===== src/rtl/crc16_pkg.sv =====
// CRC-16 (poly 0x8005, MSB first, no reflection, no final XOR) shared definitions.
// Latency: n/a (package only).
// Backpressure: n/a (package only).
//
// Contents: polynomial/seed constants, hold/output register structs, and the
// 32-bit parallel next-state function shared by the TX generator and RX checker.
package crc16_pkg;

    localparam logic [15:0] CRC16_POLY = 16'h8005;
    localparam logic [15:0] CRC16_INIT = 16'hFFFF;

    // Candidate payload word waiting for its successor (which tells us whether it is last).
    typedef struct packed {
        logic [31:0] dat;
        logic        sop;
    } hold_t;

    // Downstream output register contents.
    typedef struct packed {
        logic [31:0] dat;
        logic        sop;
        logic        eop;
        logic        err;
    } out_t;

    // Folds one 32-bit word into the CRC, data bit 31 first.
    function automatic logic [15:0] crc16_d32_next(input logic [15:0] crc, input logic [31:0] data);
        logic [15:0] c;
        c = crc;
        for (int i = 31; i >= 0; i--) begin
            if (c[15] ^ data[i]) begin
                c = {c[14:0], 1'b0} ^ CRC16_POLY;
            end else begin
                c = {c[14:0], 1'b0};
            end
        end
        return c;
    endfunction

endpackage


===== src/rtl/crc16_d32_next_comb.sv =====
// Combinational CRC-16 next-state for one 32-bit word.
// Latency: 0 cycles (pure combinational).
// Backpressure: none.
//
// Ports: crc_in (current CRC), data_in (word to fold in), crc_out (updated CRC).
module crc16_d32_next_comb
    import crc16_pkg::*;
(
    input  logic [15:0] crc_in,
    input  logic [31:0] data_in,
    output logic [15:0] crc_out
);

    assign crc_out = crc16_d32_next(crc_in, data_in);

endmodule


===== config.mk =====
export PLATFORM = sky130hd
export DESIGN_NAME = crc16_d32_next_comb
export DESIGN_NICKNAME = d
export VERILOG_FILES = /design/src/rtl/crc16_pkg.sv /design/src/rtl/crc16_d32_next_comb.sv
export SDC_FILE = /design/constraint.sdc
export NUM_CORES = 1
export LEC_CHECK = 0
export CAP_MARGIN = 40
export CORE_MARGIN = 2
export CORE_UTILIZATION = 36
export DETAILED_ROUTE_END_ITERATION = 8
export GPL_TIMING_DRIVEN = 1
export PLACE_DENSITY = 0.95
export SLEW_MARGIN = 40
export SYNTH_ARGS = -nofsm -noshare
export SYNTH_HDL_FRONTEND = slang
export SYNTH_SLANG_ARGS = --single-unit

===== constraint.sdc =====
create_clock -name vclk -period 3.1
set_clock_uncertainty 0.05 [all_clocks]
set_input_delay 0.465 -clock vclk [all_inputs]
set_output_delay 0.465 -clock vclk [all_outputs]
set_load 0.005 [all_outputs]

==> metrics.log, run 1 <==
INFO  metric run.stop_error = [ERROR DPL-0038] Utilization greater than 100%, impossible to legalize
INFO  metric postGrtWorstEndpoint = crc_out[15]
INFO  metric dieHeight = between 50 and 60 microns
INFO  metric starting_utilization_of_the_core_area = between 30 and 40%
INFO  metric status = stopped before the end
INFO  metric post_synth_inst_count = 74
INFO  metric synth_top_cells_by_area = sky130_fd_sc_hd__xnor2_1 44%, sky130_fd_sc_hd__xnor3_1 29%, sky130_fd_sc_hd__xor2_1 15%
INFO  metric synth.yosys.warnings = 0
INFO  metric synth_top_area_cell = sky130_fd_sc_hd__xnor2_1
INFO  metric synth_top_cell_area_share = between 40% and 50%
INFO  metric post-synth-top-count-cell = sky130_fd_sc_hd__xnor2_1
INFO  metric grt_max_degree = 4
INFO  metric syn-cell-area = 862 sq um
INFO  metric timing.worst_endpoint.kind = primary output
INFO  metric lastStage = global routing
INFO  metric num_rows = 17
INFO  metric syn-num-nets = between 100 and 150
INFO  metric io_pins = 64
INFO  metric synth_sequential_area_ratio = 0%
INFO  metric hpwlAfterDp = roughly 2.7 mm
INFO  metric syn-mean-instance-area = roughly 12 sq um
INFO  metric synth_commonest_cells = 43 x sky130_fd_sc_hd__xnor2_1, 15 x sky130_fd_sc_hd__xor2_1, 11 x sky130_fd_sc_hd__xnor3_1
INFO  metric floorplan.die.width = between 50 and 60 microns
INFO  metric port-buffer-count = 64
INFO  metric finalWeightedCongestion = ~0.76
INFO  metric synth.distinct_cells = 8
==> stage by stage <==
step | setup TNS (ns) | instances | worst slack, ns | hold WS (ns) | instance area [sq um]
floorplan | 0 | 74 | 0.329 | 0.935 | 862
global placement | -2.25 | 204 | -0.626 | 1.91 | 1820
detailed placement | -3.01 | 204 | -0.811 | 1.92 | 1820
CTS | 0 | 224 | 0.00876 | 1.50 | 2130
==> cells by family after synthesis <==
kind of cell,share of synthesized area (%)
XOR/XNOR,100
==> what timing repair did <==
| item | in CTS |
|---|---|
| hold buffers | 0 |
| setup buffers | 20 |
| hold endpoints to repair | 0 |
| gates resized for setup | 75 |
| pin swaps | 37 |
| endpoints found under the setup margin | 6 |
==> run 2: changes to the inputs <==
- CORE_AREA: not set -> 2 2 63 65
- CORE_MARGIN: 2 -> not set
- CORE_UTILIZATION: 36 -> not set
- DIE_AREA: not set -> 0 0 65 67
- PLACE_DENSITY: 0.95 -> not set
- PLACE_DENSITY_LB_ADDON: not set -> 0.15
==> metrics.log, run 2 <==
INFO  metric hold_ws = around 1.4 ns
INFO  metric grt-ovfl-total = 0
INFO  metric num_rows = 22 (+5)
INFO  metric final-seq-area = 0 sq um
INFO  metric max_slew.worst_pin.slew = ~0.35 ns
INFO  metric starting_utilization_of_the_core_area = 23.9% (-15 points)
INFO  metric p_r_area_growth_vs_syn = 146%
INFO  metric dieHeight = 67 microns (+27%)
INFO  metric internal_power = about 0.84 mW
INFO  metric p_seq_share = 0%
INFO  metric synth_top_area_cell = sky130_fd_sc_hd__xnor2_1
INFO  metric power_frac_clock = 0%
INFO  metric post_synth_mux_area_share = 0% (unchanged)
INFO  metric layout_commonest_cell = sky130_fd_sc_hd__buf_4
INFO  metric mostFrequentLayoutCells = 47 x sky130_fd_sc_hd__buf_4, 34 x sky130_fd_sc_hd__clkdlybuf4s50_1, 25 x sky130_fd_sc_hd__xnor2_1
INFO  metric cpPeakStageDelay = 0.44 ns
INFO  metric crit_required = between 2 and 3 ns
INFO  metric synth_top_cells_by_area = sky130_fd_sc_hd__xnor2_1 44%, sky130_fd_sc_hd__xnor3_1 29%, sky130_fd_sc_hd__xor2_1 15%
INFO  metric filler_cell_count = between 200 and 300
INFO  metric drt.antenna.violating_nets = 0
INFO  metric maxCapViolations = 0
INFO  metric rsz0062_at_grt = true
INFO  metric min-delay-path-class = in -> out
INFO  metric p_sw_share = 32.5%
INFO  metric post-route-period-util = between 90% and 100%
INFO  metric cell_breakdown_of_the_critical_path = clkdlybuf4s50_1, xnor2_2, xnor2_2, xnor3_1, xnor3_2, buf_4, xnor3_1, buf_2
INFO  metric worst-endpoint-arrival = 2.51 ns
INFO  metric port-buffer-count = 64 (unchanged)
INFO  metric yosys.area_share.xor_xnor = 100% (unchanged)
INFO  metric timing_worst_setup_path_type = in -> out
INFO  metric n_clock_buffer = 0
INFO  metric io_pins = 64 (unchanged)
INFO  metric drv_slew = 0
INFO  metric timing.slew.headroom = roughly three quarters
INFO  metric syn-num-nets = 122 (unchanged)
INFO  metric path_delay_family = XOR/XNOR gates
INFO  metric cp-endpoint = crc_out[15]
INFO  metric worstSetupStartpointType = input port
INFO  metric grt_max_degree = 3
INFO  metric path_depth = 8
INFO  metric max_clock_freq = approximately 0.33 GHz
INFO  metric layout_sequential_cell_count = 0
INFO  metric final-setup-viol-count = 0
INFO  metric route.detailed.drc = 0
INFO  metric grt_pass1_wl = ~3.8 mm
INFO  metric timing.critical_path.buf_inv = 3
INFO  metric synth.distinct_cells = 8 (unchanged)
INFO  metric firstDrtPassIters = 4
INFO  metric post-synth-top-count-cell = sky130_fd_sc_hd__xnor2_1
INFO  metric synth_compound_area_share = 0% (unchanged)
INFO  metric cpMaxStageDelayCell = sky130_fd_sc_hd__clkdlybuf4s50_1
INFO  metric floorplan.die.width = 65 microns (+23%)
INFO  metric setup.worst_path.end_class = primary output
INFO  metric vdd.ir_drop.worst = 689 uV
INFO  metric finalWeightedCongestion = 0.653 (-14%)
INFO  metric p_per_area = 588 nW/um^2
INFO  metric hold_viol_final = 0
INFO  metric synth.yosys.warnings = 0 (unchanged)
INFO  metric synth_fa_ha_area_share = 0% (unchanged)
INFO  metric origin_of_the_worst_min_delay_path = data_in[3]
INFO  metric timing.hold.worst_path_depth = 4
INFO  metric synth_top_family_by_area = XOR/XNOR gates
INFO  metric leakage = between 1 and 1.5 nW
INFO  metric combPwrFrac = 100.0%
INFO  metric synth_top_cell_area_share = 43.7% (unchanged)
INFO  metric post_synth_inst_count = 74 (unchanged)
INFO  metric syn-mean-instance-area = 11.6 sq um (unchanged)
INFO  metric hpwlAfterDp = 2.09 mm (-23%)
INFO  metric critPathMaxFanout = 2
INFO  metric antenna_found_initial = 0
INFO  metric num_antenna_cells = 0
INFO  metric drive_above_1_share = between 40 and 50%
INFO  metric final_net_count = ~240
INFO  metric vias_per_cell = approximately 3.8
INFO  metric synth_sequential_area_ratio = 0% (unchanged)
INFO  metric synth_commonest_cells = 43 x sky130_fd_sc_hd__xnor2_1, 15 x sky130_fd_sc_hd__xor2_1, 11 x sky130_fd_sc_hd__xnor3_1
INFO  metric syn-cell-area = 862 sq um (unchanged)
INFO  metric simple_gate_area_share_of_the_yosys_netlist = 0% (unchanged)
INFO  metric via_count_of_the_first_global_routing_pass = between 800 and 900
INFO  metric drt-initial-drc-count = 10
INFO  metric die-area = roughly 4400 sq um
INFO  metric status = completed
INFO  metric post_drt_wl_per_cell = ~11 microns
INFO  metric worst_setup_path_startpoint = data_in[26]
INFO  metric final.min_clock_period = 3.02 ns
INFO  metric route.vias.total = between 800 and 900
INFO  metric power.switching = 0.405 mW
INFO  metric gr-usage-all-layers = approximately 11%
INFO  metric drt-total-wl = 2.52 mm
INFO  metric core = around 3600 sq um
INFO  metric tns = 0 ns
INFO  metric fraction_of_the_core_area_covered_by_cells_at_the_end_of_the_flow = about three fifths
run 2: kinds of logic after synthesis:
group	Yosys count
xor+xnor	74
run 2: routing by layer:
metal	global-route usage, %	routed length, microns	up-vias	part of all wire (%)
met2	20.4	1320	31	52
met5	0	0	-	0
met1	14.3	1030	409	41
li1	-	-	454	-
met4	0	0	0	0
met3	1.01	164	0	6.5
run 2: how the worst min path moves through the flow:
stage          slack, ns          to
2_1_floorplan       0.94  crc_out[3]
6_report            1.42  crc_out[4]
5_1_grt             1.48  crc_out[4]
3_5_place_dp        2.00  crc_out[3]
3_3_place_gp        1.99  crc_out[4]
4_1_cts             1.75  crc_out[4]
run 2: what timing repair did:
item,4_1_cts,5_1_grt
gates resized for setup,38,28
hold buffers,0,0
endpoints found under the setup margin,6,5
buffers inserted,7,2
pin swaps,21,14
endpoints found under the hold margin,0,0
run 2: layout make-up:
class / instances / area [sq um] / share of cell area (%)
multi-input combinational: 74 / 1060 / 50.3
timing repair buffer: 111 / 993 / 46.9
tap: 48 / 60.1 / 2.84
run 2: power groups by stage:
stage                     sequential (mW)  combinational, mW  clock, mW
after global routing                    0               1.34          0
after floorplan                         0              0.649          0
after global placement                  0               1.27          0
after CTS                               0               1.27          0
after detailed placement                0               1.28          0
final                                   0               1.25          0
run 2: stage by stage:
step | worst slack, ns | std cells | instance area, sq um | power, mW
2_1_floorplan | 0.329 | 74 | 862 | 0.649
3_3_place_gp | -0.717 | 224 | 1850 | 1.27
3_5_place_dp | -0.718 | 224 | 1850 | 1.28
4_1_cts | -0.142 | 231 | 2010 | 1.27
5_1_grt | -0.00226 | 233 | 2120 | 1.34
6_report | 0.0780 | 233 | 2120 | 1.25
run 2: worst min-delay path: cells and delay by family:
family / cells / cell delay [ns]
XOR/XNOR: 1 / 0.05
buffers and inverters: 3 / 0.49
No activity file was read; power rests on OpenSTA's default activity.
==> run 3: changes to the inputs <==
- DONT_BUFFER_PORTS: not set -> 1
==> metrics.log, run 3 (synthesized netlist as in run 2, its figures left out) <==
INFO  metric layout_sequential_cell_count = 0 (unchanged)
INFO  metric n_clock_buffer = 0 (unchanged)
INFO  metric final_net_count = 129 (-45%)
INFO  metric die-area = 4360 sq um (unchanged)
INFO  metric setup.worst_path.end_class = primary output
INFO  metric worstSetupStartpointType = input port
INFO  metric final-setup-viol-count = 0 (unchanged)
INFO  metric firstDrtPassIters = 2 (-2)
INFO  metric timing.slew.headroom = 68.7% (-7.7 points)
INFO  metric final.min_clock_period = 2.89 ns (-0.129 ns)
INFO  metric final-seq-area = 0 sq um (unchanged)
INFO  metric holdBufCountCts = 0 (unchanged)
INFO  metric route.detailed.drc = 0 (unchanged)
INFO  metric post-route-period-util = 93.3% (-4.2 points)
INFO  metric hold_viol_final = 0 (unchanged)
INFO  metric p_seq_share = 0% (unchanged)
INFO  metric mostFrequentLayoutCells = 43 x sky130_fd_sc_hd__xnor2_1, 15 x sky130_fd_sc_hd__xor2_1, 11 x sky130_fd_sc_hd__xnor3_1
INFO  metric starting_utilization_of_the_core_area = 23.9% (unchanged)
INFO  metric internal_power = 0.466 mW (-45%)
INFO  metric p_r_area_growth_vs_syn = 11.3%
INFO  metric drive_above_1_share = 11.4% (-33 points)
INFO  metric drt.antenna.violating_nets = 0 (unchanged)
INFO  metric grt_max_degree = 4 (+1)
INFO  metric gr-usage-all-layers = 7.46% (-3.4 points)
INFO  metric drv_slew = 0 (unchanged)
INFO  metric power_frac_clock = 0% (unchanged)
INFO  metric power.switching = 0.275 mW (-32%)
INFO  metric ctsResizeCount = 0 (-100%)
INFO  metric min-delay-path-class = in -> out
INFO  metric post_drt_wl_per_cell = 13.8 microns (+28%)
INFO  metric finalWeightedCongestion = 0.633 (-2.9%)
INFO  metric p_sw_share = 37.1% (+4.6 points)
INFO  metric timing.hold.worst_path_depth = 1 (-3)
INFO  metric antenna_found_initial = 0 (unchanged)
INFO  metric postCtsSetupBuffers = 0 (-7)
INFO  metric dieHeight = 67 microns (unchanged)
INFO  metric route.vias.total = 502 (-44%)
INFO  metric tns = 0 ns (unchanged)
INFO  metric crit_required = 2.58 ns (about the same)
INFO  metric worst-endpoint-arrival = 2.38 ns (-0.13 ns)
INFO  metric via_count_of_the_first_global_routing_pass = 496 (-43%)
INFO  metric maxCapViolations = 0 (unchanged)
INFO  metric placed_cell_area = 960 sq um (-48%)
INFO  metric io_pins = 64 (unchanged)
INFO  metric leakage = 0.409 nW (-63%)
INFO  metric grt-ovfl-total = 0 (unchanged)
INFO  metric worstHoldEndpoint = crc_out[4]
INFO  metric port-buffer-count = 0 (-100%)
INFO  metric status = completed
INFO  metric grt_pass1_wl = 2.50 mm (-34%)
INFO  metric critPathMaxFanout = 3 (+1)
INFO  metric combPwrFrac = 100.0% (about the same)
INFO  metric max_slew.worst_pin.slew = 0.466 ns (+0.113 ns)
INFO  metric origin_of_the_worst_min_delay_path = data_in[3]
INFO  metric rsz0062_at_grt = false
INFO  metric drt-initial-drc-count = 11 (+1)
INFO  metric hpwlAfterDp = 1.67 mm (-20%)
INFO  metric timing_worst_setup_path_type = in -> out
INFO  metric num_rows = 22 (unchanged)
INFO  metric vdd.ir_drop.worst = 932 uV (+35%)
INFO  metric num_antenna_cells = 0 (unchanged)
INFO  metric floorplan.die.width = 65 microns (unchanged)
INFO  metric vias_per_cell = 3.95 (+3.0%)
INFO  metric p_per_area = 771 nW/um^2 (+31%)
INFO  metric drt-total-wl = 1.75 mm (-30%)
INFO  metric max_clock_freq = 0.346 GHz (+4.5%)
INFO  metric core = 3610 sq um (unchanged)
INFO  metric post-route-cell-area = 960 sq um (-55%)
INFO  metric layout_commonest_cell = sky130_fd_sc_hd__xnor2_1
==> run 3: area by class of cell <==
cell class,count,area (sq um)
Fill cell,382,2650
Multi-Input combinational cell,74,862
Tap cell,48,60.1
Timing Repair Buffer,5,37.5
==> run 3: worst max path at each step <==
stage / depth (start not counted) / from / slack [ns] / to
finish: 5 / crc_in[13] / 0.21 / crc_out[15]
global route: 5 / crc_in[13] / 0.11 / crc_out[15]
CTS: 5 / crc_in[13] / 0.19 / crc_out[15]
detailed placement: 5 / crc_in[13] / 0.20 / crc_out[15]
global placement: 5 / crc_in[13] / 0.24 / crc_out[15]
floorplan: 5 / crc_in[13] / 0.33 / crc_out[0]
==> run 3: through the flow <==
step | utilization [%] | instances | setup WS (ns) | hold WS [ns] | total power, mW
after global routing | 26.6 | 127 | 0.111 | 0.957 | 0.805
after detailed placement | 26.6 | 127 | 0.200 | 0.948 | 0.755
after global placement | 26.6 | 127 | 0.238 | 0.950 | 0.755
final | 26.6 | 127 | 0.207 | 0.945 | 0.740
after floorplan | - | 74 | 0.329 | 0.935 | 0.649
after CTS | 26.6 | 127 | 0.186 | 0.948 | 0.759
==> run 3: power groups by stage <==
stage                     combinational (mW)  clock (mW)  sequential, mW
after floorplan                        0.649           0               0
after global placement                 0.755           0               0
after detailed placement               0.755           0               0
after CTS                              0.759           0               0
after global routing                   0.805           0               0
final                                  0.740           0               0
==> run 3: worst max-delay path: stages <==
cell and delay (ns):
sky130_fd_sc_hd__xnor3_1 0.37, sky130_fd_sc_hd__xor2_1 0.21, sky130_fd_sc_hd__xnor3_1 0.44, sky130_fd_sc_hd__xnor3_2 0.45, sky130_fd_sc_hd__xnor3_1 0.44
==> run 3: routing by layer <==
metal	share of wire (%)	track usage, %
met1	40	9.77
met2	52	14.0
met3	8.1	0.676
met4	0	0
met5	0	0
